`config.mk`:
```
export PLATFORM = sky130hd
export DESIGN_NAME = hazard_ctrl_flat
export DESIGN_NICKNAME = d
export VERILOG_FILES = /design/src/rtl/hazard_ctrl_pkg.sv /design/src/rtl/hazard_ctrl_if.sv /design/src/rtl/hazard_ctrl_cmp.sv /design/src/rtl/hazard_ctrl.sv /design/src/flat_wrapper.sv
export SDC_FILE = /design/constraint.sdc
export NUM_CORES = 1
export LEC_CHECK = 0
export CAP_MARGIN = 10
export CORE_MARGIN = 4
export CORE_UTILIZATION = 54
export CTS_BUF_LIST = sky130_fd_sc_hd__clkbuf_4 sky130_fd_sc_hd__clkbuf_8
export DETAILED_ROUTE_END_ITERATION = 8
export HOLD_SLACK_MARGIN = 0.03
export MAX_ROUTING_LAYER = met4
export PLACE_DENSITY = 0.93
export RECOVER_POWER = 25
export SETUP_SLACK_MARGIN = 0.4
export SYNTH_ARGS = -nofsm -noshare
export SYNTH_HDL_FRONTEND = slang
export SYNTH_SLANG_ARGS = --single-unit
```
`constraint.sdc`:
```
create_clock -name clk -period 3.5 [get_ports clk]
set_input_delay 0.7 -clock clk [delete_from_list [all_inputs] [get_ports clk]]
set_output_delay 0.7 -clock clk [all_outputs]
set_load 0.03 [all_outputs]
```
`src/rtl/hazard_ctrl_pkg.sv`:
```
// Shared pipeline definitions: register width, MDU sequencer states and the
// bubble/flush control bundle consumed by the pipeline registers.
package hazard_ctrl_pkg;

    localparam int REG_W = 4;

    typedef enum logic [0:0] {
        ST_IDLE = 1'b0,
        ST_BUSY = 1'b1
    } mdu_state_e;

    typedef struct packed {
        logic pc_write;
        logic ifid_write;
        logic idex_bubble;
        logic ifid_flush;
    } pipe_ctrl_t;

    localparam pipe_ctrl_t CTRL_RESET = '{pc_write: 1'b0, ifid_write: 1'b0, idex_bubble: 1'b1, ifid_flush: 1'b1};
    localparam pipe_ctrl_t CTRL_FLUSH = '{pc_write: 1'b1, ifid_write: 1'b1, idex_bubble: 1'b1, ifid_flush: 1'b1};
    localparam pipe_ctrl_t CTRL_STALL = '{pc_write: 1'b0, ifid_write: 1'b0, idex_bubble: 1'b1, ifid_flush: 1'b0};
    localparam pipe_ctrl_t CTRL_RUN   = '{pc_write: 1'b1, ifid_write: 1'b1, idex_bubble: 1'b0, ifid_flush: 1'b0};

endpackage

```
`src/rtl/hazard_ctrl_if.sv`:
```
// Pipeline <-> hazard controller bundle: decode/execute hazard fields in,
// stall/flush controls and MDU sequencing status out.
interface hazard_if #(
    parameter int REG_W = hazard_ctrl_pkg::REG_W,
    parameter int CNT_W = 16
);

    logic [REG_W-1:0] ifid_op1;
    logic [REG_W-1:0] ifid_op2;
    logic             ifid_uses_op2;
    logic             ifid_mdu;
    logic [REG_W-1:0] ifid_dest;
    logic [REG_W-1:0] idex_op1;
    logic             idex_memread;
    logic             branch_taken;

    logic             pc_write;
    logic             ifid_write;
    logic             idex_bubble;
    logic             ifid_flush;
    logic             mdu_start;
    logic             mdu_busy;
    logic             mdu_done;
    logic [CNT_W-1:0] stall_cnt;

    // Pipeline side: supplies hazard fields, consumes controls.
    modport master (
        output ifid_op1, ifid_op2, ifid_uses_op2, ifid_mdu, ifid_dest,
        output idex_op1, idex_memread, branch_taken,
        input  pc_write, ifid_write, idex_bubble, ifid_flush,
        input  mdu_start, mdu_busy, mdu_done, stall_cnt
    );

    // Controller side.
    modport slave (
        input  ifid_op1, ifid_op2, ifid_uses_op2, ifid_mdu, ifid_dest,
        input  idex_op1, idex_memread, branch_taken,
        output pc_write, ifid_write, idex_bubble, ifid_flush,
        output mdu_start, mdu_busy, mdu_done, stall_cnt
    );

endinterface

```
`src/rtl/hazard_ctrl_cmp.sv`:
```
// Register-match comparator: flags when an enabled producer destination
// matches either source operand of the decode-stage instruction.
module hazard_cmp #(
    parameter int REG_W = 4
) (
    input  logic             en,
    input  logic [REG_W-1:0] dst,
    input  logic [REG_W-1:0] op1,
    input  logic [REG_W-1:0] op2,
    input  logic             uses_op2,
    output logic             hit
);

    // op2 is ignored unless the instruction actually reads it.
    assign hit = en & ((dst == op1) | (uses_op2 & (dst == op2)));

endmodule

```
`src/rtl/hazard_ctrl.sv`:
```
// Stall/flush controller for hazards forwarding cannot resolve, plus the
// multi-cycle MDU busy sequencer and a saturating stall-cycle counter.
module hazard_ctrl
    import hazard_ctrl_pkg::*;
#(
    parameter int REG_W       = hazard_ctrl_pkg::REG_W,
    parameter int MDU_LATENCY = 8,
    parameter int CNT_W       = 16
) (
    input  logic     clk,
    input  logic     rst,
    hazard_if.slave  hif
);

    localparam logic [7:0]       CNT_LOAD = 8'(MDU_LATENCY - 1);
    localparam logic [CNT_W-1:0] STALL_MAX = {CNT_W{1'b1}};
    localparam logic [CNT_W-1:0] STALL_ONE = {{(CNT_W-1){1'b0}}, 1'b1};

    mdu_state_e       state_r;
    logic [7:0]       cnt_r;
    logic [REG_W-1:0] mdu_dst_r;
    logic [CNT_W-1:0] stall_cnt_r;

    logic       busy_s;
    logic       done_s;
    logic       load_use_s;
    logic       dst_hit_s;
    logic       mdu_dep_s;
    logic       start_s;
    pipe_ctrl_t ctrl_s;

    assign busy_s    = (state_r == ST_BUSY);
    assign done_s    = busy_s & (cnt_r == 8'd0);
    // Any MDU op in ID while busy must wait, even without a register match.
    assign mdu_dep_s = dst_hit_s | (busy_s & hif.ifid_mdu);

    hazard_cmp #(.REG_W(REG_W)) u_load_cmp (
        .en       (hif.idex_memread),
        .dst      (hif.idex_op1),
        .op1      (hif.ifid_op1),
        .op2      (hif.ifid_op2),
        .uses_op2 (hif.ifid_uses_op2),
        .hit      (load_use_s)
    );

    hazard_cmp #(.REG_W(REG_W)) u_mdu_cmp (
        .en       (busy_s),
        .dst      (mdu_dst_r),
        .op1      (hif.ifid_op1),
        .op2      (hif.ifid_op2),
        .uses_op2 (hif.ifid_uses_op2),
        .hit      (dst_hit_s)
    );

    // Prioritised stall/flush decision and MDU launch qualification.
    always_comb begin
        ctrl_s  = CTRL_RUN;
        start_s = 1'b0;
        if (rst) begin
            ctrl_s = CTRL_RESET;
        end else if (hif.branch_taken) begin
            ctrl_s = CTRL_FLUSH;
        end else if (load_use_s | mdu_dep_s) begin
            ctrl_s = CTRL_STALL;
        end else begin
            ctrl_s  = CTRL_RUN;
            start_s = hif.ifid_mdu & ~busy_s;
        end
    end

    assign hif.pc_write    = ctrl_s.pc_write;
    assign hif.ifid_write  = ctrl_s.ifid_write;
    assign hif.idex_bubble = ctrl_s.idex_bubble;
    assign hif.ifid_flush  = ctrl_s.ifid_flush;
    assign hif.mdu_start   = start_s;
    assign hif.mdu_busy    = busy_s & ~rst;
    assign hif.mdu_done    = done_s & ~rst;
    assign hif.stall_cnt   = stall_cnt_r;

    // MDU sequencer state, busy down-counter and stall performance counter.
    always_ff @(posedge clk) begin
        if (rst) begin
            state_r     <= ST_IDLE;
            cnt_r       <= 8'd0;
            mdu_dst_r   <= {REG_W{1'b0}};
            stall_cnt_r <= {CNT_W{1'b0}};
        end else begin
            case (state_r)
                ST_IDLE: begin
                    if (start_s) begin
                        state_r   <= ST_BUSY;
                        cnt_r     <= CNT_LOAD;
                        mdu_dst_r <= hif.ifid_dest;
                    end
                end
                ST_BUSY: begin
                    if (cnt_r == 8'd0) begin
                        state_r <= ST_IDLE;
                    end else begin
                        cnt_r <= cnt_r - 8'd1;
                    end
                end
                default: begin
                    state_r <= ST_IDLE;
                    cnt_r   <= 8'd0;
                end
            endcase
            if (!ctrl_s.pc_write && (stall_cnt_r != STALL_MAX)) begin
                stall_cnt_r <= stall_cnt_r + STALL_ONE;
            end
        end
    end

endmodule

```
`src/flat_wrapper.sv`:
```
// flat-port wrapper written by rule: the top's interface ports become plain ports
module hazard_ctrl_flat import hazard_ctrl_pkg::*;
#(
    parameter int REG_W       = hazard_ctrl_pkg::REG_W,
    parameter int MDU_LATENCY = 8,
    parameter int CNT_W       = 16
)
  (clk, rst, hif_ifid_op1, hif_ifid_op2, hif_ifid_uses_op2, hif_ifid_mdu, hif_ifid_dest, hif_idex_op1, hif_idex_memread, hif_branch_taken, hif_pc_write, hif_ifid_write, hif_idex_bubble, hif_ifid_flush, hif_mdu_start, hif_mdu_busy, hif_mdu_done, hif_stall_cnt);
  hazard_if #(.REG_W(REG_W), .CNT_W(CNT_W)) hif_i ();
  input  logic clk;
  input  logic rst;
  input wire logic [$bits(hif_i.ifid_op1)-1:0] hif_ifid_op1;
  input wire logic [$bits(hif_i.ifid_op2)-1:0] hif_ifid_op2;
  input wire logic [$bits(hif_i.ifid_uses_op2)-1:0] hif_ifid_uses_op2;
  input wire logic [$bits(hif_i.ifid_mdu)-1:0] hif_ifid_mdu;
  input wire logic [$bits(hif_i.ifid_dest)-1:0] hif_ifid_dest;
  input wire logic [$bits(hif_i.idex_op1)-1:0] hif_idex_op1;
  input wire logic [$bits(hif_i.idex_memread)-1:0] hif_idex_memread;
  input wire logic [$bits(hif_i.branch_taken)-1:0] hif_branch_taken;
  output wire logic [$bits(hif_i.pc_write)-1:0] hif_pc_write;
  output wire logic [$bits(hif_i.ifid_write)-1:0] hif_ifid_write;
  output wire logic [$bits(hif_i.idex_bubble)-1:0] hif_idex_bubble;
  output wire logic [$bits(hif_i.ifid_flush)-1:0] hif_ifid_flush;
  output wire logic [$bits(hif_i.mdu_start)-1:0] hif_mdu_start;
  output wire logic [$bits(hif_i.mdu_busy)-1:0] hif_mdu_busy;
  output wire logic [$bits(hif_i.mdu_done)-1:0] hif_mdu_done;
  output wire logic [$bits(hif_i.stall_cnt)-1:0] hif_stall_cnt;
  assign hif_i.ifid_op1 = hif_ifid_op1;
  assign hif_i.ifid_op2 = hif_ifid_op2;
  assign hif_i.ifid_uses_op2 = hif_ifid_uses_op2;
  assign hif_i.ifid_mdu = hif_ifid_mdu;
  assign hif_i.ifid_dest = hif_ifid_dest;
  assign hif_i.idex_op1 = hif_idex_op1;
  assign hif_i.idex_memread = hif_idex_memread;
  assign hif_i.branch_taken = hif_branch_taken;
  assign hif_pc_write = hif_i.pc_write;
  assign hif_ifid_write = hif_i.ifid_write;
  assign hif_idex_bubble = hif_i.idex_bubble;
  assign hif_ifid_flush = hif_i.ifid_flush;
  assign hif_mdu_start = hif_i.mdu_start;
  assign hif_mdu_busy = hif_i.mdu_busy;
  assign hif_mdu_done = hif_i.mdu_done;
  assign hif_stall_cnt = hif_i.stall_cnt;
  hazard_ctrl #(.REG_W(REG_W), .MDU_LATENCY(MDU_LATENCY), .CNT_W(CNT_W)) u_core (.clk(clk), .rst(rst), .hif(hif_i));
endmodule
```
Word level (Yosys, flattened, before mapping)
Index checks and enable logic that the tools add are counted.

Register bits: 29. Bits in latches: 0. Bits in writable memories: 0. Bits in read-only memories: 0. Memories kept: 0.

Add/subtract/negate cells: 2. $mul: 0. Divide/modulo/power cells: 0. Magnitude comparators: 0. Equality and inequality tests: 7. Shifts and indexed selects: 0. Multiplexer cells: 12. Bitwise gates (word level): 15. Reductions and logical operators: 5.

Operators by type and width (count): adder 16 x 1 -> 16 bit, second input constant (1); == test 4 bit (4); 2-to-1 mux 8 bit (2); inequality test 16 bit, second input constant (1); case mux 8 bit (2 select lines) (1); 2-to-1 mux 4 bit (3); bitwise AND 1 bit (9); zero test 8 bit (1); subtractor 8 x 1 -> 8 bit, second input constant (1); 2-to-1 mux 1 bit (5); inequality test 2 bit, second input constant (2); OR 1 bit (4); AND reduction 2 bit (2); NOT 1 bit (2); case mux 1 bit (2 select lines) (1); logical AND 1 bit (1); zero test 1 bit (1).

Depth between registers and ports, before layout
Gate-level depths: netlist (run 1).

Depth in word-level cells: 11. Depth in mapped cells: 9. Gate-level depth less buffers: 7.

By module
A second synthesis (run 1) with hierarchy kept.

Cell total of the unflattened synthesis: 202. Area total of the unflattened synthesis: 1715.4 um2.

Modules (own cells, without submodules): hazard_ctrl (instances 1, cells each 176, area each 1517.7 um2); hazard_cmp (instances 2, cells each 13, area each 98.8 um2).

Worst setup path after synthesis (run 1)
Ideal clock, no wire load.

Path kind: input -> output. Start: in hif_ifid_op1[3]. End: out hif_pc_write. Arrival: 2492 ps. Path slack: 308 ps. Cell stages on the path: 9. Cells stage by stage: xor2_1 > nor4_4 > a22oi_1 > a21boi_1 > buf_2 > buf_2 > nor2_1 > nor2_1 > buf_4.

Longest elaborated chain between the ends: 8. Elaborated cells on any way between the ends: 11. Those cells by class: 2 x eq/ne; 3 x mux; 6 x bitwise.

RTL lines: start, declared (line flat_wrapper.sv:12) `input wire logic [$bits(hif_i.ifid_op1)-1:0] hif_ifid_op1;`; == test 4 bit (line hazard_ctrl_cmp.sv:15) `assign hit = en & ((dst == op1) | (uses_op2 & (dst == op2)));`; OR 1 bit (line hazard_ctrl_cmp.sv:15); bitwise AND 1 bit (line hazard_ctrl_cmp.sv:15); OR 1 bit (line hazard_ctrl.sv:35) `assign mdu_dep_s = dst_hit_s | (busy_s & hif.ifid_mdu);`; OR 1 bit * (line hazard_ctrl.sv:63) `end else if (load_use_s | mdu_dep_s) begin`; 2-to-1 mux 4 bit * (line hazard_ctrl.sv:63); 2-to-1 mux 4 bit * (line hazard_ctrl.sv:61) `end else if (hif.branch_taken) begin`; 2-to-1 mux 4 bit * (line hazard_ctrl.sv:59) `if (rst) begin`; end, declared (line flat_wrapper.sv:20) `output wire logic [$bits(hif_i.pc_write)-1:0] hif_pc_write;`.

Every way passes the cells marked *; elsewhere a longest branch is shown, timed or not.

Worst setup path after layout (run 1)
Start: in hif_ifid_op2[3]. End: out hif_idex_bubble.

Longest elaborated chain between the ends: 9. Elaborated cells on any way between the ends: 13. Those cells by class: 2 x eq/ne; 3 x mux; 8 x bitwise.

RTL lines: start, declared (line flat_wrapper.sv:13) `input wire logic [$bits(hif_i.ifid_op2)-1:0] hif_ifid_op2;`; == test 4 bit (line hazard_ctrl_cmp.sv:15); bitwise AND 1 bit (line hazard_ctrl_cmp.sv:15); OR 1 bit (line hazard_ctrl_cmp.sv:15); bitwise AND 1 bit (line hazard_ctrl_cmp.sv:15); OR 1 bit (line hazard_ctrl.sv:35); OR 1 bit * (line hazard_ctrl.sv:63); 2-to-1 mux 4 bit * (line hazard_ctrl.sv:63); 2-to-1 mux 4 bit * (line hazard_ctrl.sv:61); 2-to-1 mux 4 bit * (line hazard_ctrl.sv:59); end, declared (line flat_wrapper.sv:22) `output wire logic [$bits(hif_i.idex_bubble)-1:0] hif_idex_bubble;`.

Marks and branches as above.

==> qor.csv, run 1 <==
stage,metric,value,unit
outcome,status,"complete, no violations",
worst_setup_path,Setup CP Type,in -> out,
worst_setup_path,type of destination of the critical path,output port,
clocking,CTS sink cnt,29,
placed_design,Placed Cells,289,
placed_design,IO Port Bufs,44,
clocking,maximum root-to-sink buffer count,2,
hold_path,Hold Crit Endpoint,u_core.hif.stall_cnt[1],
placed_design,hpwl dp,3.059,mm
sta,FMAX,317.5,MHz
final_layout,footprint of the multi-input gates,1142,sq um
logic_synthesis,Yosys reg bits,29,
detailed_routing,WL final,4.580,mm
global_routing,global-route wire length before repair,7.410,mm
logic_synthesis,async set-reset flop share out of synthesis,0,%
worst_setup_path,FF-to-FF setup slack,1.18,ns
placed_design,Placer Congestion,0.8154,
logic_synthesis,largest family of logic cells by synthesized area,simple AND/OR/NAND/NOR gates,
logic_synthesis,"EDFF count, synth",0,
final_layout,total area of sequential cells,580.6,sq um
final_layout,"commonest cells after routing, fill and taps aside","dfxtp_1 (29), clkdlybuf4s50_1 (20), nor2_1 (17)",
floorplanning,die width,64.61,microns
sta,Slew Limit Fails,0,
detailed_routing,Via-to-Cell Ratio,5.770,
detailed_routing,drt drc,0,
worst_setup_path,Reg-to-Reg End,u_core.hif.stall_cnt[10],
pwr,leakage dissipation,0.9349,nW
sta,RSZ-0062 raised after global routing,false,
run,Max Cap Viol,0,
pwr,Power Total,812.8,uW
final_layout,Layout Nets,279,
clocking,CTS Hold Bufs,0,
worst_setup_path,CP Max Fanout,3,
detailed_routing,vias,1731,
pwr,maximum vdd drop,0.0003500,V
global_routing,largest net degree at the start of global routing,32,
placed_design,DP Worst Slack,0.02282,ns
final_layout,diode count,0,
final_layout,Filler Cells Inserted,222,
clocking,H-tree Lvls,2,
logic_synthesis,average size of a mapped cell,8.400,sq um
final_layout,layout cells sized above 1,14.84,%
global_routing,number of global-route vias before repair,1617,
floorplanning,die height,64.61,microns
detailed_routing,number of DRC markers in iteration 0,92,
detailed_routing,DRT antenna net count,0,
final_layout,"most common cell after layout, fill and taps aside",dfxtp_1,
global_routing,total track usage,23.52,%
worst_setup_path,critical path startpoint category,primary input,
logic_synthesis,mux cell area share after synthesis,5.568,%
clocking,worst skew pair latency,0.33,ns
clocking,"Reg clk slew, reported paths",0.09,ns
logic_synthesis,"Top FF cell, synth",dfxtp_1,
worst_setup_path,R2R depth,8,
pwr,P per Cell Area,344.1,nW/um^2
global_routing,antenna violations before repair,0,
sta,Final Hold Viols,0,
global_routing,gr ovfl total,0,
logic_synthesis,Netlist cell types,43,
sta,endpoints failing setup,0,
logic_synthesis,syn_nets,230,
logic_synthesis,Syn Inst Count,206,
floorplanning,Rows,20,
detailed_routing,drt wl/cell,15.27,microns
logic_synthesis,xor and xnor fraction of the mapped netlist area,8.604,%
worst_setup_path,FF-to-FF Start,u_core.mdu_dst_r[2],
final_layout,Final Core Density,77.38,%
final_layout,Finished Layout Cells,300,
final_layout,area grow syn2layout,36.52,%
sta,post-route setup slack,0.3506,ns
sta,setup TNS,0,ns
clocking,total CTS buffers,5,
logic_synthesis,cell area after synthesis,1730,sq um
floorplanning,initial core utilization,56.68,%
sta,min Tclk post-route,3.149,ns
hold_path,hold path depth,2,
sta,Worst Skew,0.01536,ns
logic_synthesis,Synth Area in Simple Gates,29.79,%
floorplanning,DIE AREA,4174,sq um
clocking,CTS tree,done,
worst_setup_path,WP data arrival,2.45,ns
floorplanning,core area,3053,sq um
detailed_routing,drt first pass iters,4,
sta,Tcrit/Tclk final,89.98,%
hold_path,hold path startpoint,u_core.hif.stall_cnt[1],
hold_path,Hold Path Class,reg -> reg,
sta,worst slew pin tran,0.4956,ns
logic_synthesis,Adder-Cell Fraction of Synth Area,1.446,%
sta,Slew Limit Headroom,66.71,%
logic_synthesis,compound-cell area share of the yosys netlist,17.06,%
worst_setup_path,critical path data required time,2.80,ns
logic_synthesis,sequential share of the synthesized area,33.55,%
floorplanning,# IOs,45,
clocking,Root Buffer,clkbuf_4,
logic_synthesis,Yosys warnings,0,
kinds of logic (layout without fill, tap and decap cells):
group,after synthesis,after routing
AO/OA/AOI/OAI,44,44
XOR/XNOR,17,17
flip-flops,29,29
buffers and inverters,15,65
multiplexers,9,9
adder cells (fa/ha/maj),2,2
AND/OR/NAND/NOR,90,90
worst max-delay path by stage:
stage               cells after the start         endpoint             from  slack [ns]
finish                                  6  hif_idex_bubble  hif_ifid_op2[3]        0.35
CTS                                     9     hif_pc_write  hif_idex_op1[0]        0.44
detailed placement                      7  hif_idex_bubble  hif_ifid_op1[0]        0.02
floorplan                               9     hif_pc_write  hif_ifid_op1[3]        0.48
global route                            8     hif_pc_write  hif_ifid_op2[3]        0.29
global placement                        7  hif_idex_bubble  hif_ifid_op1[0]        0.09
metal layers:
| layer | up-vias | wire length [microns] | GRT usage, % |
|---|---|---|---|
| li1 | 860 | - | - |
| met1 | 818 | 1938 | 26.23 |
| met3 | 8 | 215 | 6.759 |
| met4 | 0 | 71 | 8.179 |
| met2 | 45 | 2355 | 40.21 |
| met5 | - | 0 | - |
worst max-delay path: stages:
cell and delay, ns:
dlygate4sd3_1 0.59, xor2_1 0.19, o41ai_4 0.38, a21boi_4 0.11
nand2b_1 0.10, clkdlybuf4s15_1 0.37
final cells by class:
type,count,share of cell area [%]
inverter,5,0.7945
clock inverter,1,1.271
timing repair buffer,52,20.18
clock buffer,7,2.489
sequential,29,24.58
tap,44,2.331
multi-input combinational,162,48.36
where the power goes:
| group | internal (mW) | total, mW | switching (mW) |
|---|---|---|---|
| sequential | 0.340 | 0.353 | 0.0121 |
| clock | 0.178 | 0.294 | 0.116 |
| combinational | 0.0748 | 0.166 | 0.0912 |
flip-flops by register name, summed over array words and instances (netlist names):
name and cells:
u_core.cnt_r 8, u_core.hif.stall_cnt 16, u_core.busy_s 1, u_core.mdu_dst_r 4
Yosys cell counts (2+ instances only):
cell,instances,area (sq um)
xor2_1,10,87.58
a21oi_1,16,80.08
mux2i_1,4,40.04
buf_4,2,15.01
buf_2,3,15.01
and3_1,6,37.54
nand2_1,14,52.55
nor4_1,6,37.54
nand3_1,5,25.02
nor2_1,18,67.56
or4_1,9,67.56
clkbuf_1,4,15.01
xnor2_1,7,61.31
nand2b_1,3,18.77
and2_1,2,12.51
o21ba_2,2,20.02
o31ai_1,8,60.06
a211oi_1,2,15.01
dfxtp_1,29,580.6
nor3_1,4,20.02
mux2_2,5,56.30
o41ai_1,2,17.52
nor2b_1,6,37.54
ha_1,2,25.02
o21ai_0,5,25.02
nand4_1,5,31.28
or3_1,5,31.28
a21o_1,2,15.01
a22oi_1,2,15.01
inv_1,5,18.77
what timing repair did:
| item | in CTS | in global routing |
|---|---|---|
| gates cloned | 1 | 0 |
| setup buffers | 1 | 1 |
| endpoints found under the setup margin | 3 | 3 |
| resized for setup | 18 | 2 |
| pin swaps | 3 | 1 |
stage by stage:
stage | hold slack, ns | area [sq um]
finish | 0.5080 | 2362
global route | 0.5120 | 2362
CTS | 0.5135 | 2359
detailed placement | 0.5018 | 2210
global placement | 0.4721 | 2210
floorplan | 0.4572 | 1733
No activity file was read; power rests on OpenSTA's default activity.
==> inputs of run 2 (changes only) <==
--- a/config.mk
+++ b/config.mk
@@ -13,8 +13,9 @@
 export HOLD_SLACK_MARGIN = 0.03
 export MAX_ROUTING_LAYER = met4
 export PLACE_DENSITY = 0.93
-export RECOVER_POWER = 25
+export RECOVER_POWER = 100
 export SETUP_SLACK_MARGIN = 0.4
 export SYNTH_ARGS = -nofsm -noshare
 export SYNTH_HDL_FRONTEND = slang
+export SYNTH_HIERARCHICAL = 1
 export SYNTH_SLANG_ARGS = --single-unit
==> qor.csv, run 2 <==
stage,metric,value,unit,change
pwr,leakage dissipation,0.8456,nW,was 0.9349 nW
final_layout,"commonest cells after routing, fill and taps aside","dfxtp_1 (29), dlygate4sd3_1 (19), a21oi_1 (19)",,"was dfxtp_1 (29), clkdlybuf4s50_1 (20), nor2_1 (17)"
hold_path,hold path depth,2,,unchanged
global_routing,antenna violations before repair,0,,unchanged
logic_synthesis,Yosys top cell by area,dfxtp_1,,unchanged
detailed_routing,WL final,4.197,mm,was 4.580 mm
logic_synthesis,most common cell in the netlist,dfxtp_1,,unchanged
clocking,maximum root-to-sink buffer count,2,,unchanged
detailed_routing,number of DRC markers in iteration 0,85,,was 92
detailed_routing,drt drc,0,,unchanged
final_layout,Layout Nets,274,,was 279
logic_synthesis,top post-synthesis cells by area,"dfxtp_1 (34%), or4_1 (5.7%), a21oi_1 (5.5%)",,"was dfxtp_1 (34%), xor2_1 (5.1%), a21oi_1 (4.6%)"
sta,Slew Limit Fails,0,,unchanged
floorplanning,Rows,20,,unchanged
placed_design,hpwl dp,3.057,mm,was 3.059 mm
final_layout,area grow syn2layout,30.42,%,was 36.52%
pwr,P per Cell Area,308.0,nW/um^2,was 344.1 nW/um^2
floorplanning,die height,64.36,microns,was 64.61 microns
floorplanning,DIE AREA,4142,sq um,was 4174 sq um
global_routing,total track usage,22.82,%,was 23.52%
sta,FMAX,311.9,MHz,was 317.5 MHz
final_layout,Final Core Density,73.28,%,was 77.38%
global_routing,Most Crowded Layer GR,met2,,unchanged
placed_design,"Cell Area, Placed",2178,sq um,was 2210 sq um
placed_design,DP Worst Slack,-0.06501,ns,was 0.02282 ns
worst_setup_path,R2R depth,9,,was 8
pwr,maximum vdd drop,0.0002309,V,was 0.0003500 V
worst_setup_path,critical path data required time,2.80,ns,about the same
logic_synthesis,Syn Inst Count,202,,was 206
global_routing,largest net degree at the start of global routing,25,,was 32
logic_synthesis,async set-reset flop share out of synthesis,0,%,unchanged
logic_synthesis,Yosys warnings,6,,was 0
global_routing,number of global-route vias before repair,1692,,was 1617
final_layout,Filler Cells Inserted,260,,was 222
final_layout,Final Cell Area,2237,sq um,was 2362 sq um
final_layout,max reg flops,16,,unchanged
logic_synthesis,Yosys reg bits,29,,unchanged
sta,post-route setup slack,0.2937,ns,was 0.3506 ns
global_routing,met3 Usage GRT,4.394,%,was 6.759%
placed_design,IO Port Bufs,44,,unchanged
logic_synthesis,synth cell count leaders,"dfxtp_1 (29), a21oi_1 (19), nand2_1 (17)",,"was dfxtp_1 (29), nor2_1 (18), a21oi_1 (16)"
logic_synthesis,Netlist cell types,45,,was 43
worst_setup_path,critical path startpoint category,primary input,,unchanged
sta,Slew Limit Headroom,38.96,%,was 66.71%
final_layout,Finished Layout Cells,293,,was 300
clocking,CTS tree,done,,unchanged
logic_synthesis,syn_nets,227,,was 230
placed_design,Placer Congestion,0.7614,,was 0.8154
sta,min Tclk post-route,3.206,ns,was 3.149 ns
sta,setup TNS,0,ns,unchanged
placed_design,Placed Cells,284,,was 289
floorplanning,initial core utilization,56.19,%,was 56.68%
logic_synthesis,sequential share of the synthesized area,33.84,%,was 33.55%
global_routing,GRT met1 Usage,27.62,%,was 26.23%
clocking,"Reg clk slew, reported paths",0.10,ns,was 0.09 ns
detailed_routing,drt first pass iters,4,,unchanged
worst_setup_path,FF-to-FF Start,u_core/mdu_dst_r[3],,was u_core.mdu_dst_r[2]
floorplanning,# IOs,45,,unchanged
worst_setup_path,worst stage delay on the critical path,0.59,ns,about the same
sta,RSZ-0062 raised after global routing,false,,unchanged
final_layout,diode count,0,,unchanged
floorplanning,core area,3053,sq um,unchanged
sta,worst slew pin tran,0.9113,ns,was 0.4956 ns
sta,Final Hold Viols,0,,unchanged
outcome,status,"complete, no violations",,unchanged
sta,Worst Skew,0.01303,ns,was 0.01536 ns
run,Max Cap Viol,0,,unchanged
clocking,CTS sink cnt,29,,unchanged
worst_setup_path,FF-to-FF setup slack,0.88,ns,was 1.18 ns
detailed_routing,vias,1714,,was 1731
logic_synthesis,"EDFF count, synth",0,,unchanged
logic_synthesis,cell area after synthesis,1715,sq um,was 1730 sq um
global_routing,global-route wire length before repair,7.320,mm,was 7.410 mm
final_layout,"most common cell after layout, fill and taps aside",dfxtp_1,,unchanged
hold_path,Hold Crit Endpoint,u_core/mdu_dst_r[0],,was u_core.hif.stall_cnt[1]
sta,Tcrit/Tclk final,91.61,%,was 89.98%
hold_path,Hold Path Class,reg -> reg,,unchanged
logic_synthesis,average size of a mapped cell,8.492,sq um,was 8.400 sq um
clocking,Root Buffer,clkbuf_4,,unchanged
worst_setup_path,WP data arrival,2.51,ns,was 2.45 ns
detailed_routing,Via-to-Cell Ratio,5.850,,was 5.770
floorplanning,die width,64.36,microns,was 64.61 microns
global_routing,M2 GR Usage,36.34,%,was 40.21%
sta,endpoints failing setup,0,,unchanged
worst_setup_path,CP cell instances,dlygate4sd3_1 > xnor2_1 > nand3_1 > o21ai_0 > a211o_2 > or3_1 > clkbuf_1,,was dlygate4sd3_1 > xor2_1 > o41ai_4 > a21boi_4 > nand2b_1 > clkdlybuf4s15_1
detailed_routing,drt wl/cell,14.32,microns,was 15.27 microns
worst_setup_path,Setup CP Type,in -> out,,unchanged
clocking,total CTS buffers,5,,unchanged
clocking,CTS Hold Bufs,0,,unchanged
logic_synthesis,Synth top area share,33.84,%,was 33.55%
worst_setup_path,CP Max Fanout,2,,was 3
global_routing,gr ovfl total,0,,unchanged
worst_setup_path,Reg-to-Reg End,u_core/hif.stall_cnt[15],,was u_core.hif.stall_cnt[10]
clocking,H-tree Lvls,2,,unchanged
final_layout,layout cells sized above 1,8.032,%,was 14.84%
worst_setup_path,type of destination of the critical path,output port,,unchanged
detailed_routing,DRT antenna net count,0,,unchanged
clocking,worst skew pair latency,0.34,ns,was 0.33 ns
hold_path,hold path startpoint,u_core/mdu_dst_r[0],,was u_core.hif.stall_cnt[1]
logic_synthesis,"Top FF cell, synth",dfxtp_1,,unchanged
worst_setup_path,CP max-delay cell,dlygate4sd3_1,,unchanged
run 2: logic make-up (layout without fill, tap and decap cells):
kind of cell | after synthesis | in the layout | share of synthesized area [%]
mux | 1 | 1 | 0.6564
compound gates | 51 | 51 | 19.77
simple gates | 82 | 82 | 29.25
fa+ha+maj | 3 | 3 | 2.188
flops | 29 | 29 | 33.84
buf+inv | 17 | 64 | 4.595
xor+xnor | 19 | 19 | 9.701
run 2: cell type report:
| cell class | instances | area (sq um) | area share (%) |
|---|---|---|---|
| multi-input combinational | 156 | 1054 | 47.09 |
| sequential | 29 | 580.6 | 25.95 |
| timing repair buffer | 50 | 462.9 | 20.69 |
| clock buffer | 7 | 58.81 | 2.629 |
| tap | 44 | 55.05 | 2.461 |
| inverter | 7 | 26.28 | 1.174 |
run 2: layer usage:
metal	share of wire (%)	vias up	wire length (microns)
met2	48	53	2013
met4	1.5	0	65
met5	0	-	0
met3	5.8	7	243
li1	-	862	-
met1	45	792	1874
run 2: how the worst max path moves through the flow:
stage / from / to / slack (ns) / depth (start not counted)
floorplan: hif_ifid_op1[1] / hif_pc_write / 0.65 / 8
global placement: hif_ifid_op1[3] / hif_idex_bubble / -0.002 / 8
detailed placement: hif_ifid_op1[3] / hif_idex_bubble / -0.07 / 8
CTS: hif_idex_op1[3] / hif_idex_bubble / 0.41 / 8
global route: hif_ifid_op2[3] / u_core/hif.stall_cnt[15] / 0.22 / 9
finish: hif_ifid_op2[3] / hif_idex_bubble / 0.29 / 7
run 2: per-stage QoR:
step	total power, mW	hold slack (ns)
after detailed placement	0.4828	0.4896
after global placement	0.4787	0.4757
after global routing	0.7253	0.5251
final	0.6890	0.4988
after floorplan	0.4265	0.4591
after CTS	0.6993	0.5025
run 2: repair_timing:
item                       4_1_cts  5_1_grt
setup endpoints to repair        3        4
pin swaps                        2        1
gates resized for setup         12        3
setup buffers                    0        2
run 2: critical path, delay by kind of cell:
kind / cells / cell delay, ns
AND/OR/NAND/NOR: 2 / 0.41
AO/OA/AOI/OAI: 2 / 0.44
XOR/XNOR: 1 / 0.15
buffers and inverters: 2 / 0.81
run 2: where the power goes:
part / internal [mW] / switching, mW / leakage [nW] / total, mW
registers: 0.338 / 0.00973 / 0.235 / 0.348
clock network: 0.102 / 0.115 / 0.0348 / 0.217
logic: 0.0581 / 0.0659 / 0.576 / 0.124
total: 0.499 / 0.190 / 0.846 / 0.689
==> inputs of run 3 (changes only) <==
--- a/config.mk
+++ b/config.mk
@@ -19,3 +19,4 @@
 export SYNTH_HDL_FRONTEND = slang
 export SYNTH_HIERARCHICAL = 1
 export SYNTH_SLANG_ARGS = --single-unit
+export TNS_END_PERCENT = 1
==> results of run 3 <==
Same layout as run 2: the final DEF is identical, and so are final timing and power.
